**src/rtl/end_screen_ctrl.sv**
```systemverilog
// End-of-game overlay sequencer: result detect, frame-counted delay/show timeline,
// win/lose image select and return-to-menu req/ack. Optional: END_SCREEN_CLICK_SKIP_EN.
module end_screen_ctrl #(
    parameter int WIN_DELAY_FRAMES  = 0,
    parameter int LOSE_DELAY_FRAMES = 15,
    parameter int SHOW_FRAMES       = 300,
    parameter int BLINK_HALF        = 16,
    parameter int SKIP_MIN_FRAMES   = 60,
    parameter int CNT_W             = 10
) (
    input  logic             clk,
    input  logic             rst,
    input  logic [1:0]       game_end,
    input  logic             vblnk_in,
    input  logic             mouse_left,
    input  logic             menu_ack,
    output logic             overlay_en,
    output logic             img_sel,
    output logic             back_to_menu_req,
    output logic             busy,
    output logic [CNT_W-1:0] frames_left
);

    typedef enum logic [2:0] {
        S_IDLE,
        S_DELAY,
        S_SHOW,
        S_REQ,
        S_RELEASE
    } state_t;

    localparam logic [CNT_W-1:0] WIN_D    = CNT_W'(WIN_DELAY_FRAMES);
    localparam logic [CNT_W-1:0] LOSE_D   = CNT_W'(LOSE_DELAY_FRAMES);
    localparam logic [CNT_W-1:0] SHOW_F   = CNT_W'(SHOW_FRAMES);
    localparam logic [CNT_W-1:0] BLINK_H  = CNT_W'(BLINK_HALF);
    localparam logic [CNT_W-1:0] CNT_ZERO = '0;
    localparam logic [CNT_W-1:0] CNT_ONE  = CNT_W'(1);

    state_t           state_q, state_d;
    logic             vblnk_prev;
    logic             tick;
    logic             ov_q, ov_d;
    logic             sel_q, sel_d;
    logic             req_q, req_d;
    logic [CNT_W-1:0] fl_q, fl_d;
    // Ticks since the last blink toggle; equals (SHOW - frames_left) mod BLINK_HALF.
    logic [CNT_W-1:0] blink_q, blink_d;
    logic             skip;

    assign tick = vblnk_in & ~vblnk_prev;

`ifdef END_SCREEN_CLICK_SKIP_EN
    localparam logic [CNT_W-1:0] SKIP_MIN = CNT_W'(SKIP_MIN_FRAMES);
    logic             click_prev;
    logic [CNT_W-1:0] show_elapsed;

    assign show_elapsed = SHOW_F - fl_q;
    assign skip         = mouse_left & ~click_prev & (show_elapsed >= SKIP_MIN);

    always_ff @(posedge clk) begin
        if (rst) click_prev <= 1'b0;
        else     click_prev <= mouse_left;
    end
`else
    logic unused_skip_inputs;
    assign unused_skip_inputs = mouse_left ^ SKIP_MIN_FRAMES[0];
    assign skip               = 1'b0;
`endif

    always_comb begin
        // NOTE: every comb output gets a default first so no path can infer a latch.
        state_d = state_q;
        ov_d    = ov_q;
        sel_d   = sel_q;
        req_d   = req_q;
        fl_d    = fl_q;
        blink_d = blink_q;
        case (state_q)
            S_IDLE: begin
                if (game_end == 2'd1) begin
                    sel_d   = 1'b0;
                    fl_d    = WIN_D;
                    state_d = S_DELAY;
                end else if (game_end == 2'd2) begin
                    sel_d   = 1'b1;
                    fl_d    = LOSE_D;
                    state_d = S_DELAY;
                end
            end
            S_DELAY: begin
                if (fl_q == CNT_ZERO || (tick && fl_q == CNT_ONE)) begin
                    ov_d    = 1'b1;
                    fl_d    = SHOW_F;
                    blink_d = CNT_ZERO;
                    state_d = S_SHOW;
                end else if (tick) begin
                    fl_d = fl_q - CNT_ONE;
                end
            end
            S_SHOW: begin
                // overlay_en keeps its current blink phase on the way into REQ.
                if (fl_q == CNT_ZERO || (tick && fl_q == CNT_ONE) || skip) begin
                    req_d   = 1'b1;
                    fl_d    = CNT_ZERO;
                    state_d = S_REQ;
                end else if (tick) begin
                    fl_d = fl_q - CNT_ONE;
                    if (BLINK_H != CNT_ZERO) begin
                        if (blink_q == BLINK_H - CNT_ONE) begin
                            blink_d = CNT_ZERO;
                            ov_d    = ~ov_q;
                        end else begin
                            blink_d = blink_q + CNT_ONE;
                        end
                    end
                end
            end
            S_REQ: begin
                if (menu_ack) begin
                    req_d   = 1'b0;
                    ov_d    = 1'b0;
                    state_d = S_RELEASE;
                end
            end
            S_RELEASE: begin
                if (game_end == 2'd0) state_d = S_IDLE;
            end
            default: state_d = S_IDLE;
        endcase
    end

    // NOTE: sequential state uses non-blocking assignments only.
    always_ff @(posedge clk) begin
        if (rst) begin
            state_q    <= S_IDLE;
            vblnk_prev <= 1'b0;
            ov_q       <= 1'b0;
            sel_q      <= 1'b0;
            req_q      <= 1'b0;
            fl_q       <= CNT_ZERO;
            blink_q    <= CNT_ZERO;
        end else begin
            state_q    <= state_d;
            vblnk_prev <= vblnk_in;
            ov_q       <= ov_d;
            sel_q      <= sel_d;
            req_q      <= req_d;
            fl_q       <= fl_d;
            blink_q    <= blink_d;
        end
    end

    assign overlay_en       = ov_q;
    assign img_sel          = sel_q;
    assign back_to_menu_req = req_q;
    assign busy             = (state_q != S_IDLE);
    assign frames_left      = fl_q;

endmodule

```
**config.mk**
```make
export PLATFORM = sky130hd
export DESIGN_NAME = end_screen_ctrl
export DESIGN_NICKNAME = d
export VERILOG_FILES = /design/src/rtl/end_screen_ctrl.sv
export SDC_FILE = /design/constraint.sdc
export NUM_CORES = 1
export LEC_CHECK = 0
export CORE_AREA = 4 4 78 80
export DETAILED_ROUTE_END_ITERATION = 7
export DIE_AREA = 0 0 82 84
export GPL_ROUTABILITY_DRIVEN = 0
export SETUP_SLACK_MARGIN = 0.15
export SLEW_MARGIN = 5
export SYNTH_ARGS = -nofsm -noshare
export SYNTH_HDL_FRONTEND = slang
export SYNTH_SLANG_ARGS = --single-unit
```
**constraint.sdc**
```tcl
create_clock -name clk -period 2.65 [get_ports clk]
set_input_delay 0.265 -clock clk [delete_from_list [all_inputs] [get_ports clk]]
set_output_delay 0.265 -clock clk [all_outputs]
set_load 0.05 [all_outputs]
```
==> run summary <==
Status
* completed — status

Worst hold path
* reg2reg — Tightest Hold Check Type
* overlay_en — startpoint of the lowest-slack hold path

Die
* 21 — I/O Pins
* 6890 µm² — Die Outline Area
* 0.329 — effective utilization at floorplan
* 27 — number of standard-cell rows in the floorplan
* 5410 µm² — Core Area
* 82 µm — floorplan die width
* 84 µm — vertical extent of the die

Power
* 0.504 — switching share of total power
* 0.108 — clock network fraction of total power
* 1.15 mW — power spent charging and discharging nets
* 0.617 — Gate power share
* 1.13 mW — internal power component
* 579 µV — peak ir drop on the vdd network
* 1120 nW/µm² — cell area power density
* 0.275 — Flop pwr share
* 0.736 nW — P_leak

Cells and area
* 0 — diode insertion count for antenna repair
* 14.7% — Synth-to-Final Area Change
* 235 — net total in the final layout
* 0.122 — fraction of final layout cells sized beyond drive strength 1
* 589 — Fillers

STA
* 373 ps — final setup slack of the worst path
* no — setup repair after global routing missed its margin
* 0 — final setup violating endpoints
* 0.643 — remaining max-slew budget at the tightest pin
* 439 MHz — achievable frequency
* 0 — total count of hold-check failures in the final report
* 535 ps — Least-Margin Pin Slew
* 2280 ps — final critical delay including setup and external delays
* 0 — pins over their slew limit
* 1.48 ps — final worst clock skew
* 0 ps — Total Neg Setup Slack
* 0.859 — final period utilization

Detailed routing
* 14.3 µm — wire per inst
* 1554 — total vias in the final route
* 4 — Pre-antenna DRT Iters
* 0 — final antenna-violating net count
* 4200 µm — total wirelength of the detailed-routed design
* 0 — total DRC errors in the routed layout
* 5.30 — average vias per placed instance
* 152 — number of DRC markers in iteration 0

Global routing
* 0 — antenna violations before repair
* 0 — gr ovfl total
* 7320 µm — wire length of the first global-routing pass
* 1512 — number of global-route vias before repair
* 16 — largest net degree at the start of global routing
* 0.131 — overall track demand over capacity in global routing

Yosys
* 8.67 µm² — average size of a mapped cell
* 0.0345 — Synth Area in XOR/XNOR
* 0 — Async SR Flop Fraction
* 0.264 — fraction of the mapped netlist area in compound gates
* 1780 µm² — Post-Syn Area
* 0 — EDFF count, synth
* dfxtp_1 — most instantiated flip-flop cell in the synthesis netlist
* dfxtp_1 30%, a21oi_1 5.4%, ha_1 4.2% — cell types with the largest area share after synthesis
* 27 — Yosys reg bits
* simple AND/OR/NAND/NOR gates — dominant combinational cell family by area after synthesis
* dfxtp_1 — most area-hungry cell type in the Yosys netlist
* 0.0423 — adder-cell area share of the yosys netlist
* 0.0176 — multiplexer fraction of the synthesized cell area
* 0.304 — sequential area share after synthesis
* 0.304 — top cell type's share of synthesized area
* 0 — total number of yosys warnings
* 205 — cell count after synthesis
* 218 — Synth Net Count
* 27 x dfxtp_1, 19 x a21oi_1, 16 x nor2_1, 12 x nand2_1 — synth cell count leaders
* 0.265 — simple-gate share of the synthesized area
* 64 — distinct cell type count of the synthesized netlist
* dfxtp_1 — most frequently used cell type in the post-synthesis netlist

CTS
* 0 — number of post-CTS setup repair buffers
* 0 — number of instances resized during post-cts repair
* 3 — Num CTS Buffers
* done — CTS tree
* 0 — Post-CTS Hold Fix Bufs
* 100 ps — clock transition at the registers of the reported paths
* 27 — # clock sinks
* clkbuf_8 — Clk Tree Root Cell
* 270 ps — clock insertion delay at the later pin of the skew report
* 2 — maximum clock path buffer count
* 1 — deepest level of the CTS H-tree

Critical path
* 460 ps — reg-to-reg slack, setup
* reg2out — category of the most critical setup path
* frames_left[1] — startpoint of the worst-slack reg-to-reg timing path
* 2010 ps — crit path DAT
* 13 — maximum fanout along the worst path
* 2380 ps — Worst EP required
* state_q[0] — Critical path origin
* flop — Worst Setup Start Kind
* output port — Worst setup EP type

Run
* 0 — Max-Cap Viols

Placement
* 19 — number of port buffers
* 258 ps — pre-CTS setup slack
* 3080 µm — DPL Wire Length

-- per-layer routing --
layer  GRT usage  up-vias  share of wire  routed length [µm]
met5           0        -              0                   0
met3      0.0162        2          0.030                 126
li1            -      803              -                   -
met2       0.195       28           0.47                1970
met4      0.0378        0         0.0076                  32
met1       0.194      721           0.49                2070
-- critical path, cell delays in order (launching register included) --
cell and delay, ps:
dfxtp_1 670, nor2_1 160, nand2_1 100, clkdlybuf4s50_1 800
-- final timing paths --
check | to | depth (start not counted)
setup / recovery | busy | 3
hold / removal | overlay_en | 2
setup reg to reg | blink_q[8] | 7
hold reg to reg | overlay_en | 2
-- area by class of cell --
cell class / count / area [µm²] / share of cell area
flip-flops and latches: 27 / 541 / 0.265
repair buffers: 21 / 205 / 0.101
inverters: 13 / 48.8 / 0.0239
multi-input cells: 156 / 1110 / 0.543
well taps: 72 / 90.1 / 0.0442
clock inverters: 1 / 5.00 / 0.00246
clock buffers: 3 / 41.3 / 0.0203
-- logic make-up (layout without fill, tap and decap cells) --
family | count (synthesis) | after routing
DFF | 27 | 27
buffers and inverters | 22 | 38
muxes | 3 | 3
and+or+nand+nor | 77 | 77
AOI/OAI and AO/OA | 63 | 63
adders and majority gates | 6 | 6
xor gates and xnor gates | 7 | 7
-- cell usage in the layout (no fill, tap or decap), drive strengths merged, types with 3 or more instances in the layout --
master         synthesis  final
a21oi                 19     19
nand4                  4      4
a2bb2oi                3      3
clkbuf                 7      3
or3                    4      4
o32ai                  4      4
nor4                   4      4
dfxtp                 27     27
nor3                   7      7
a21o                   3      3
ha                     6      6
nand2                 13     13
a211oi                 4      4
o211ai                 3      3
nand3                 12     12
nor2                  16     16
and3                   4      4
inv                   12     12
xnor2                  6      6
o21ai                  7      7
clkdlybuf4s50          0     19
-- flip-flops by register name (all words and copies together), names as in the netlist --
register	flops
img_sel	1
frames_left	10
state_q	3
blink_q	10
overlay_en	1
vblnk_prev	1
back_to_menu_req	1
-- power by group through the flow --
stage	sequential [mW]	combinational (mW)	clock [mW]
finish	0.628	1.41	0.245
global route	0.649	1.54	0.273
CTS	0.630	1.41	0.252
detailed placement	0.638	1.40	0
global placement	0.639	1.40	0
floorplan	0.784	0.971	0
-- per-stage QoR --
stage / hold slack, ps / instance area [µm²] / power (mW) / std cells / utilization
after global routing: 518 / 2040 / 2.47 / 293 / 0.377
after global placement: 463 / 1990 / 2.04 / 289 / 0.369
after CTS: 493 / 2040 / 2.29 / 293 / 0.377
after floorplan: 393 / 1780 / 1.75 / 205 / -
final: 493 / 2040 / 2.28 / 293 / 0.377
after detailed placement: 478 / 1990 / 2.04 / 289 / 0.369
Power figures use the tool's default switching activity.
